### config.mk
export PLATFORM = sky130hd
export DESIGN_NAME = cdec_bus_ctrl
export DESIGN_NICKNAME = d
export VERILOG_FILES = /design/src/rtl/cdec_bus_ctrl.sv
export SDC_FILE = /design/constraint.sdc
export NUM_CORES = 1
export LEC_CHECK = 0
export ABC_AREA = 1
export CORE_AREA = 5 5 83 124
export DETAILED_ROUTE_END_ITERATION = 8
export DIE_AREA = 0 0 88 129
export GPL_ROUTABILITY_DRIVEN = 0
export PLACE_DENSITY = 0.91
export SYNTH_ARGS = -nofsm -noshare
export SYNTH_HDL_FRONTEND = slang
export SYNTH_SLANG_ARGS = --single-unit
### constraint.sdc
create_clock -name clock -period 3.05 [get_ports clock]
set_input_delay 0.4575 -clock clock [delete_from_list [all_inputs] [get_ports clock]]
set_output_delay 0.4575 -clock clock [all_outputs]
set_load 0.005 [all_outputs]
### src/rtl/cdec_bus_ctrl.sv
// Core-to-memory bus controller: turns a core access code into a
// SETUP / STROBE / DONE memory cycle with programmable wait states and
// external ready, and keeps saturating read/write/error statistics.
//
// state  | meaning
// IDLE   | waiting for a read or write request
// SETUP  | address/data driven, strobes still high
// STROBE | strobe low; wait counter runs, then mem_ready is honoured
// DONE   | access complete; read data valid, counters bumped
module cdec_bus_ctrl #(
  parameter int DATA_W   = 8,
  parameter int ADDR_W   = 8,
  parameter int WAIT_CYC = 0,
  parameter int CNT_W    = 16
) (
  input  logic              clock,
  input  logic              reset,
  input  logic [1:0]        mmrw,
  input  logic [ADDR_W-1:0] adrs,
  input  logic [DATA_W-1:0] wdata,
  output logic [DATA_W-1:0] rdata,
  output logic              rdata_valid,
  output logic              stall,
  output logic [ADDR_W-1:0] mem_adrs,
  output logic [DATA_W-1:0] mem_wdata,
  input  logic [DATA_W-1:0] mem_data_in,
  output logic              mem_rd_N,
  output logic              mem_wr_N,
  output logic              mem_dboe,
  input  logic              mem_ready,
  input  logic              cnt_clr,
  input  logic [1:0]        dbg_sel,
  output logic [CNT_W-1:0]  dbg_data
);

  typedef enum logic [1:0] {
    IDLE   = 2'd0,
    SETUP  = 2'd1,
    STROBE = 2'd2,
    DONE   = 2'd3
  } state_t;

  localparam logic [3:0] WAIT_LOAD = WAIT_CYC[3:0];

  state_t           state, state_nxt;
  logic [3:0]       wait_cnt, wait_nxt;
  logic             op_wr;
  logic [CNT_W-1:0] rd_cnt, wr_cnt, err_cnt;
  logic             req_rd, req_wr, req_bad, start, strobe_end;
  logic [5:0]       dbg_word;

  assign req_rd     = (mmrw == 2'b10);
  assign req_wr     = (mmrw == 2'b01);
  assign req_bad    = (mmrw == 2'b11);
  assign start      = (state == IDLE) && (req_rd || req_wr);
  assign strobe_end = (state == STROBE) && (wait_cnt == 4'd0) && mem_ready;

  // State and wait counter registers
  always_ff @(posedge clock or posedge reset) begin
    if (reset) begin
      state    <= IDLE;
      wait_cnt <= 4'd0;
    end else begin
      state    <= state_nxt;
      wait_cnt <= wait_nxt;
    end
  end

  // Next-state logic and strobe/handshake outputs decoded from the state
  // register, so an async reset drops the strobes without a clock edge
  always_comb begin
    state_nxt   = state;
    wait_nxt    = wait_cnt;
    mem_rd_N    = 1'b1;
    mem_wr_N    = 1'b1;
    mem_dboe    = 1'b0;
    rdata_valid = 1'b0;
    stall       = 1'b0;
    case (state)
      IDLE: begin
        stall = !reset && (req_rd || req_wr);
        if (req_rd || req_wr) begin
          state_nxt = SETUP;
          wait_nxt  = WAIT_LOAD;
        end
      end
      SETUP: begin
        stall     = 1'b1;
        mem_dboe  = op_wr;
        state_nxt = STROBE;
      end
      STROBE: begin
        stall    = 1'b1;
        mem_dboe = op_wr;
        mem_rd_N = op_wr;
        mem_wr_N = !op_wr;
        if (wait_cnt != 4'd0) wait_nxt = wait_cnt - 4'd1;
        else if (mem_ready)   state_nxt = DONE;
      end
      DONE: begin
        mem_dboe    = op_wr;
        rdata_valid = !op_wr;
        state_nxt   = IDLE;
      end
      default: state_nxt = IDLE;
    endcase
  end

  // Request latches load only when an access is accepted from IDLE
  always_ff @(posedge clock or posedge reset) begin
    if (reset) begin
      op_wr     <= 1'b0;
      mem_adrs  <= '0;
      mem_wdata <= '0;
    end else if (start) begin
      op_wr    <= req_wr;
      mem_adrs <= adrs;
      if (req_wr) mem_wdata <= wdata;
    end
  end

  // Read data captured on the edge that leaves STROBE, held until next read
  always_ff @(posedge clock or posedge reset) begin
    if (reset)                    rdata <= '0;
    else if (strobe_end && !op_wr) rdata <= mem_data_in;
  end

  // Saturating statistics; a clear in the same cycle wins over an increment
  always_ff @(posedge clock or posedge reset) begin
    if (reset) begin
      rd_cnt  <= '0;
      wr_cnt  <= '0;
      err_cnt <= '0;
    end else if (cnt_clr) begin
      rd_cnt  <= '0;
      wr_cnt  <= '0;
      err_cnt <= '0;
    end else begin
      if (state == DONE && !op_wr && rd_cnt != '1) rd_cnt <= rd_cnt + CNT_W'(1);
      if (state == DONE && op_wr && wr_cnt != '1)  wr_cnt <= wr_cnt + CNT_W'(1);
      if (state == IDLE && req_bad && err_cnt != '1) err_cnt <= err_cnt + CNT_W'(1);
    end
  end

  assign dbg_word = {state, wait_cnt};

  // Debug readout mux
  always_comb begin
    dbg_data = '0;
    case (dbg_sel)
      2'd0:    dbg_data = rd_cnt;
      2'd1:    dbg_data = wr_cnt;
      2'd2:    dbg_data = err_cnt;
      default: dbg_data = CNT_W'(dbg_word);
    endcase
  end

endmodule

After elaboration in Yosys (flattened, before gate mapping)
Cells that the tools add are included.
{"block": "op_classes", "n_addsub": 4, "n_eq_ne": 15, "reduce_logical": 27, "muxes": 19}
{"cell": "$mux 16", "n": 6}
{"cell": "$add 16x1->16 const B", "n": 3}
{"cell": "$ne 16x16->1 const B", "n": 3}
{"cell": "$pmux 16 s3", "n": 1}
{"cell": "$logic_and 1x1->1", "n": 11}
{"cell": "$eq 2x2->1 const B", "n": 5}
{"cell": "$mux 4", "n": 2}
{"cell": "$pmux 2 s4", "n": 1}
{"cell": "$pmux 4 s2", "n": 1}
{"cell": "$reduce_bool 2->1", "n": 4}
{"cell": "$eq 2x1->1 const B", "n": 3}
{"cell": "$mux 2", "n": 3}
{"cell": "$reduce_and 3->1", "n": 2}
{"cell": "$logic_not 2->1", "n": 2}
{"cell": "$logic_not 4->1", "n": 1}
{"cell": "$mux 1", "n": 4}
{"cell": "$ne 2x1->1 const B", "n": 2}
{"cell": "$ne 2x2->1 const B", "n": 2}
{"cell": "$reduce_bool 4->1", "n": 1}
{"cell": "$sub 4x1->4 const B", "n": 1}
{"cell": "$reduce_or 3->1", "n": 1}
{"cell": "$logic_not 1->1", "n": 2}
{"cell": "$pmux 1 s2", "n": 1}
{"cell": "$reduce_and 2->1", "n": 1}
{"cell": "2 further kinds", "n": 2}
{"block": "totals", "output_inout_bits": 45, "reg_bits": 79, "elab_cells": 74, "input_bits": 32}

Longest topological paths before layout
{"block": "depth", "word_depth": 5, "depth_mapped": 10, "depth_no_buf": 9}

Least setup slack after synthesis
Ideal clock, no wire load.
{"block": "synth_timing", "path_type": "input -> output", "from": "input reset", "to": "output stall", "n_path_buf": 0, "slack_ps": 124, "stages": 3, "t_arrival_ps": 2469, "path_cell_list": "inv_1 a21oi_1 nor2_1"}
{"block": "synth_via", "elab_chain_cells": 3}
{"element": "start, declared", "line": "17", "text": "input logic reset,"}
{"element": "$logic_not 1->1 (no source line)"}
{"element": "$logic_and 1x1->1", "line": "81", "text": "stall = !reset && (req_rd || req_wr);"}
{"element": "$pmux 1 s2", "line": "79", "text": "case (state)"}
{"element": "end, declared", "line": "23", "text": "output logic stall,"}
No other way between the ends.

Worst setup path in the final report
{"block": "layout_timing", "from": "input dbg_sel[1]", "to": "output dbg_data[4]"}
{"block": "layout_via", "elab_chain_cells": 2, "elab_cells_between_ends": 4, "cone_classes": "2 x eq/ne; 1 x mux; 1 x reduce/logical"}
{"element": "start, declared", "line": "32", "text": "input logic [1:0] dbg_sel,"}
{"element": "$eq 2x2->1, or another cell as far along", "line": "150", "text": "case (dbg_sel)"}
{"element": "$pmux 16 s3 (*)", "line": "150"}
{"element": "end, declared", "line": "33", "text": "output logic [CNT_W-1:0] dbg_data"}
Mark *: on every way between the ends. The rest lies on a longest branch, timed or not.

==> flow_metrics.env <==
export IMPL_portBuffers=76
export IMPL_synth_top_family_by_area="simple AND/OR/NAND/NOR gates"
export IMPL_met3_usage=0.0557
export IMPL_ant_nets=0
export IMPL_p_int_w=0.00257
export IMPL_met2_usage=0.452
export IMPL_dieArea_um2=11400
export IMPL_core_um2=9090
export IMPL_min_path_cells=2
export IMPL_dp_hpwl_um=10200
export IMPL_seq_area_frac_synth=0.415
export IMPL_clockPowerShare=0.307
export IMPL_r2r_cells=9
export IMPL_n_antenna_cell=0
export IMPL_p_sw_frac=0.320
export IMPL_rows=43
export IMPL_area_growth_pct=25.1
export IMPL_synthAdderAreaFrac=0.0315
export IMPL_cts_setup_buffers=0
export IMPL_ys_types=35
export IMPL_maxCapViolCount=0
export IMPL_synth_nets=702
export IMPL_grt_total_usage=0.259
export IMPL_cts_resized_gates=0
export IMPL_htree_levels=3
export IMPL_hold_buffers=0
export IMPL_cts_buffers=9
export IMPL_report_final_slew_viol_count=0
export IMPL_reg2reg_slack_ps=860
export IMPL_layout_common_cells="nand2_1, dfrtp_1, clkdlybuf4s50_1"
export IMPL_io_pins=77
export IMPL_worstSetupStartpointType="input pin"
export IMPL_p_sw_w=0.00121
export IMPL_min_to="mem_adrs[2]$_DFFE_PP0P_"
export IMPL_crit_arrival_ps=2480
export IMPL_ir_drop_mv=0.687
export IMPL_hold_path_class="reg2reg"
export IMPL_grt_max_degree=80
export IMPL_cpPeakStageDelay_ps=610
export IMPL_totalWireLength_um=13800
export IMPL_utilization=0.655
export IMPL_fmax_mhz=341
export IMPL_clkSlewWorstSetupHoldPaths_ps=60
export IMPL_vias=4846
export IMPL_muxShareOfSynthArea=0.0210
export IMPL_final_common_cell="nand2_1"
export IMPL_synth_compound_area_share=0.0912
export IMPL_start_util=0.524
export IMPL_viasPerCell=5.67
export IMPL_die_w_um=88
export IMPL_syn_avg_cell_area_um2=7.24
export IMPL_cts_root_buf="clkbuf_16"
export IMPL_slowest_stage="clkdlybuf4s50_1"
export IMPL_yosys_area_share_simple=0.348
export IMPL_cts_tree="done"
export IMPL_ys_ff_latch=79
export IMPL_grt_busiest_layer="met2"
export IMPL_crit_type="in2out"
export IMPL_dieHeight_um=129
export IMPL_reg2reg_from="wr_cnt[0]$_DFFE_PP0P_"
export IMPL_setup_tns_ps=0
export IMPL_fin_nets=781
export IMPL_power_leakage_nw=2.79
export IMPL_slew_headroom=0.320
export IMPL_rsz0062_at_grt="false"
export IMPL_worstPathMaxFanout=15
export IMPL_grt_overflow=0
export IMPL_finalHoldViolCount=0
export IMPL_crit_chain="clkdlybuf4s50_1 > inv_1 > or2_2 > o22ai_1 > a21oi_1 > o21ai_0 > clkdlybuf4s50_1"
export IMPL_cp_common_cell="clkdlybuf4s50_1"
export IMPL_clk_latency_ps=340
export IMPL_clock_skew_ps=5.77
export IMPL_p_per_area_nw_per_um2=634
export IMPL_ys_warn_count=0
export IMPL_antenna_found_initial=0
export IMPL_worst_slew_pin_slew_ps=1020
export IMPL_routedWlPerCell_um=16.2
export IMPL_cts_buffer_depth=2
export IMPL_seqPwrFrac=0.365
export IMPL_drtPass1Iterations=6
export IMPL_status="finished clean"
export IMPL_finalCritPeriodShare=0.961
export IMPL_critical_path_required_ps=2590
export IMPL_pwr_share_comb=0.328
export IMPL_fin_crit_ps=2930
export IMPL_grt_pass1_wl_um=22900
export IMPL_synth_xor_area_share=0.0184
export IMPL_drc_errors=0
export IMPL_grt_use_met1=0.271
export IMPL_grt_pass1_vias=4973
export IMPL_final_layout_size_suffix_gt1_frac=0.0714
export IMPL_syn_area_um2=4760
export IMPL_clkSinkCount=79
export IMPL_r2r_end="wr_cnt[7]$_DFFE_PP0P_"
export IMPL_min_from="mem_adrs[2]$_DFFE_PP0P_"
export IMPL_syn_inst=658
export IMPL_drt_iter0_drc=443
export IMPL_cp_end_kind="output pin"
export IMPL_setup_viol=0
## registers in the layout (all words and copies together) (netlist names)
| signal | count |
|---|---|
| state | 2 |
| rd_cnt | 16 |
| wr_cnt | 16 |
| op_wr | 1 |
| mem_adrs | 8 |
| mem_wdata | 8 |
| rdata | 8 |
| wait_cnt | 4 |
| err_cnt | 16 |
## stage by stage
stage          hold WS [ps]  area (µm²)  total power [W]  worst slack (ps)  cells
2_1_floorplan           457        4760          0.00197               124    658
3_3_place_gp            467        5640          0.00254               242    838
3_5_place_dp            468        5640          0.00261               181    838
4_1_cts                 490        5960          0.00379               126    854
5_1_grt                 529        5960          0.00400              41.1    854
6_report                481        5960          0.00378               117    854
## cell type report
class / instances / area (µm²)
fill: 704 / 3130
tap: 112 / 140
clock inverter: 7 / 96.3
timing repair buffer: 85 / 828
inverter: 68 / 262
clock buffer: 9 / 225
sequential: 79 / 1980
multi-input combinational: 494 / 2430
## cells by family after synthesis
kind of cell / Yosys count
DFF: 79
and+or+nand+nor: 392
buffers and inverters: 85
xor gates and xnor gates: 10
adders and majority gates: 12
AOI/OAI and AO/OA: 71
muxes: 9
## worst max-delay path by stage
stage / end / slack [ps] / depth (start not counted) / from
final: dbg_data[4] / 120 / 7 / dbg_sel[1]
after global placement: dbg_data[5] / 240 / 7 / dbg_sel[1]
after global routing: dbg_data[4] / 40 / 7 / dbg_sel[1]
after detailed placement: dbg_data[5] / 180 / 7 / dbg_sel[1]
after CTS: dbg_data[4] / 130 / 7 / dbg_sel[1]
after floorplan: stall / 120 / 3 / reset
## worst max-delay path, delay by kind of cell
kind	cells	cell delay, ps
compound gates	3	400
buf+inv	3	1200
simple gates	1	420
## power groups by stage
stage	sequential, W	clock, W	combinational [W]
after floorplan	0.00138	0	0.000590
after global placement	0.00138	0	0.00115
after detailed placement	0.00139	0	0.00122
after CTS	0.00138	0.00117	0.00124
after global routing	0.00141	0.00123	0.00137
final	0.00138	0.00116	0.00124
## cell usage after synthesis
cell	number	share of area
clkinv_2	1	0.0010
ha_1	12	0.032
o22ai_1	4	0.0053
o211ai_1	2	0.0032
nor2_1	64	0.050
mux2i_1	1	0.0021
nor3b_1	1	0.0016
nand2_2	5	0.0066
nand4_1	29	0.038
nor2_2	4	0.0053
nor2_4	2	0.0047
clkinv_4	1	0.0018
nand2_4	2	0.0047
a32oi_1	1	0.0018
buf_6	2	0.0047
mux2_2	8	0.019
xor2_1	9	0.017
o21ai_4	1	0.0034
o21ai_0	40	0.042
o31ai_1	1	0.0016
nand2_1	242	0.19
clkbuf_1	5	0.0039
o21bai_1	3	0.0047
or2_2	2	0.0026
buf_2	9	0.0095
o221ai_1	8	0.015
o21bai_4	1	0.0039
nand3_1	39	0.041
nor3_1	1	0.0010
buf_4	1	0.0016
inv_1	66	0.052
a21oi_1	10	0.011
or2_1	1	0.0013
xnor2_1	1	0.0018
dfrtp_1	79	0.42
## metal layers
metal  up-vias  wire length, µm  part of all wire
met4         0              914             0.066
met1      2222             4770              0.35
li1       2285                -                 -
met5         -                0                 0
met3        73             1050             0.076
met2       266             7060              0.51
Note: power is estimated with default switching activity, not from simulation.
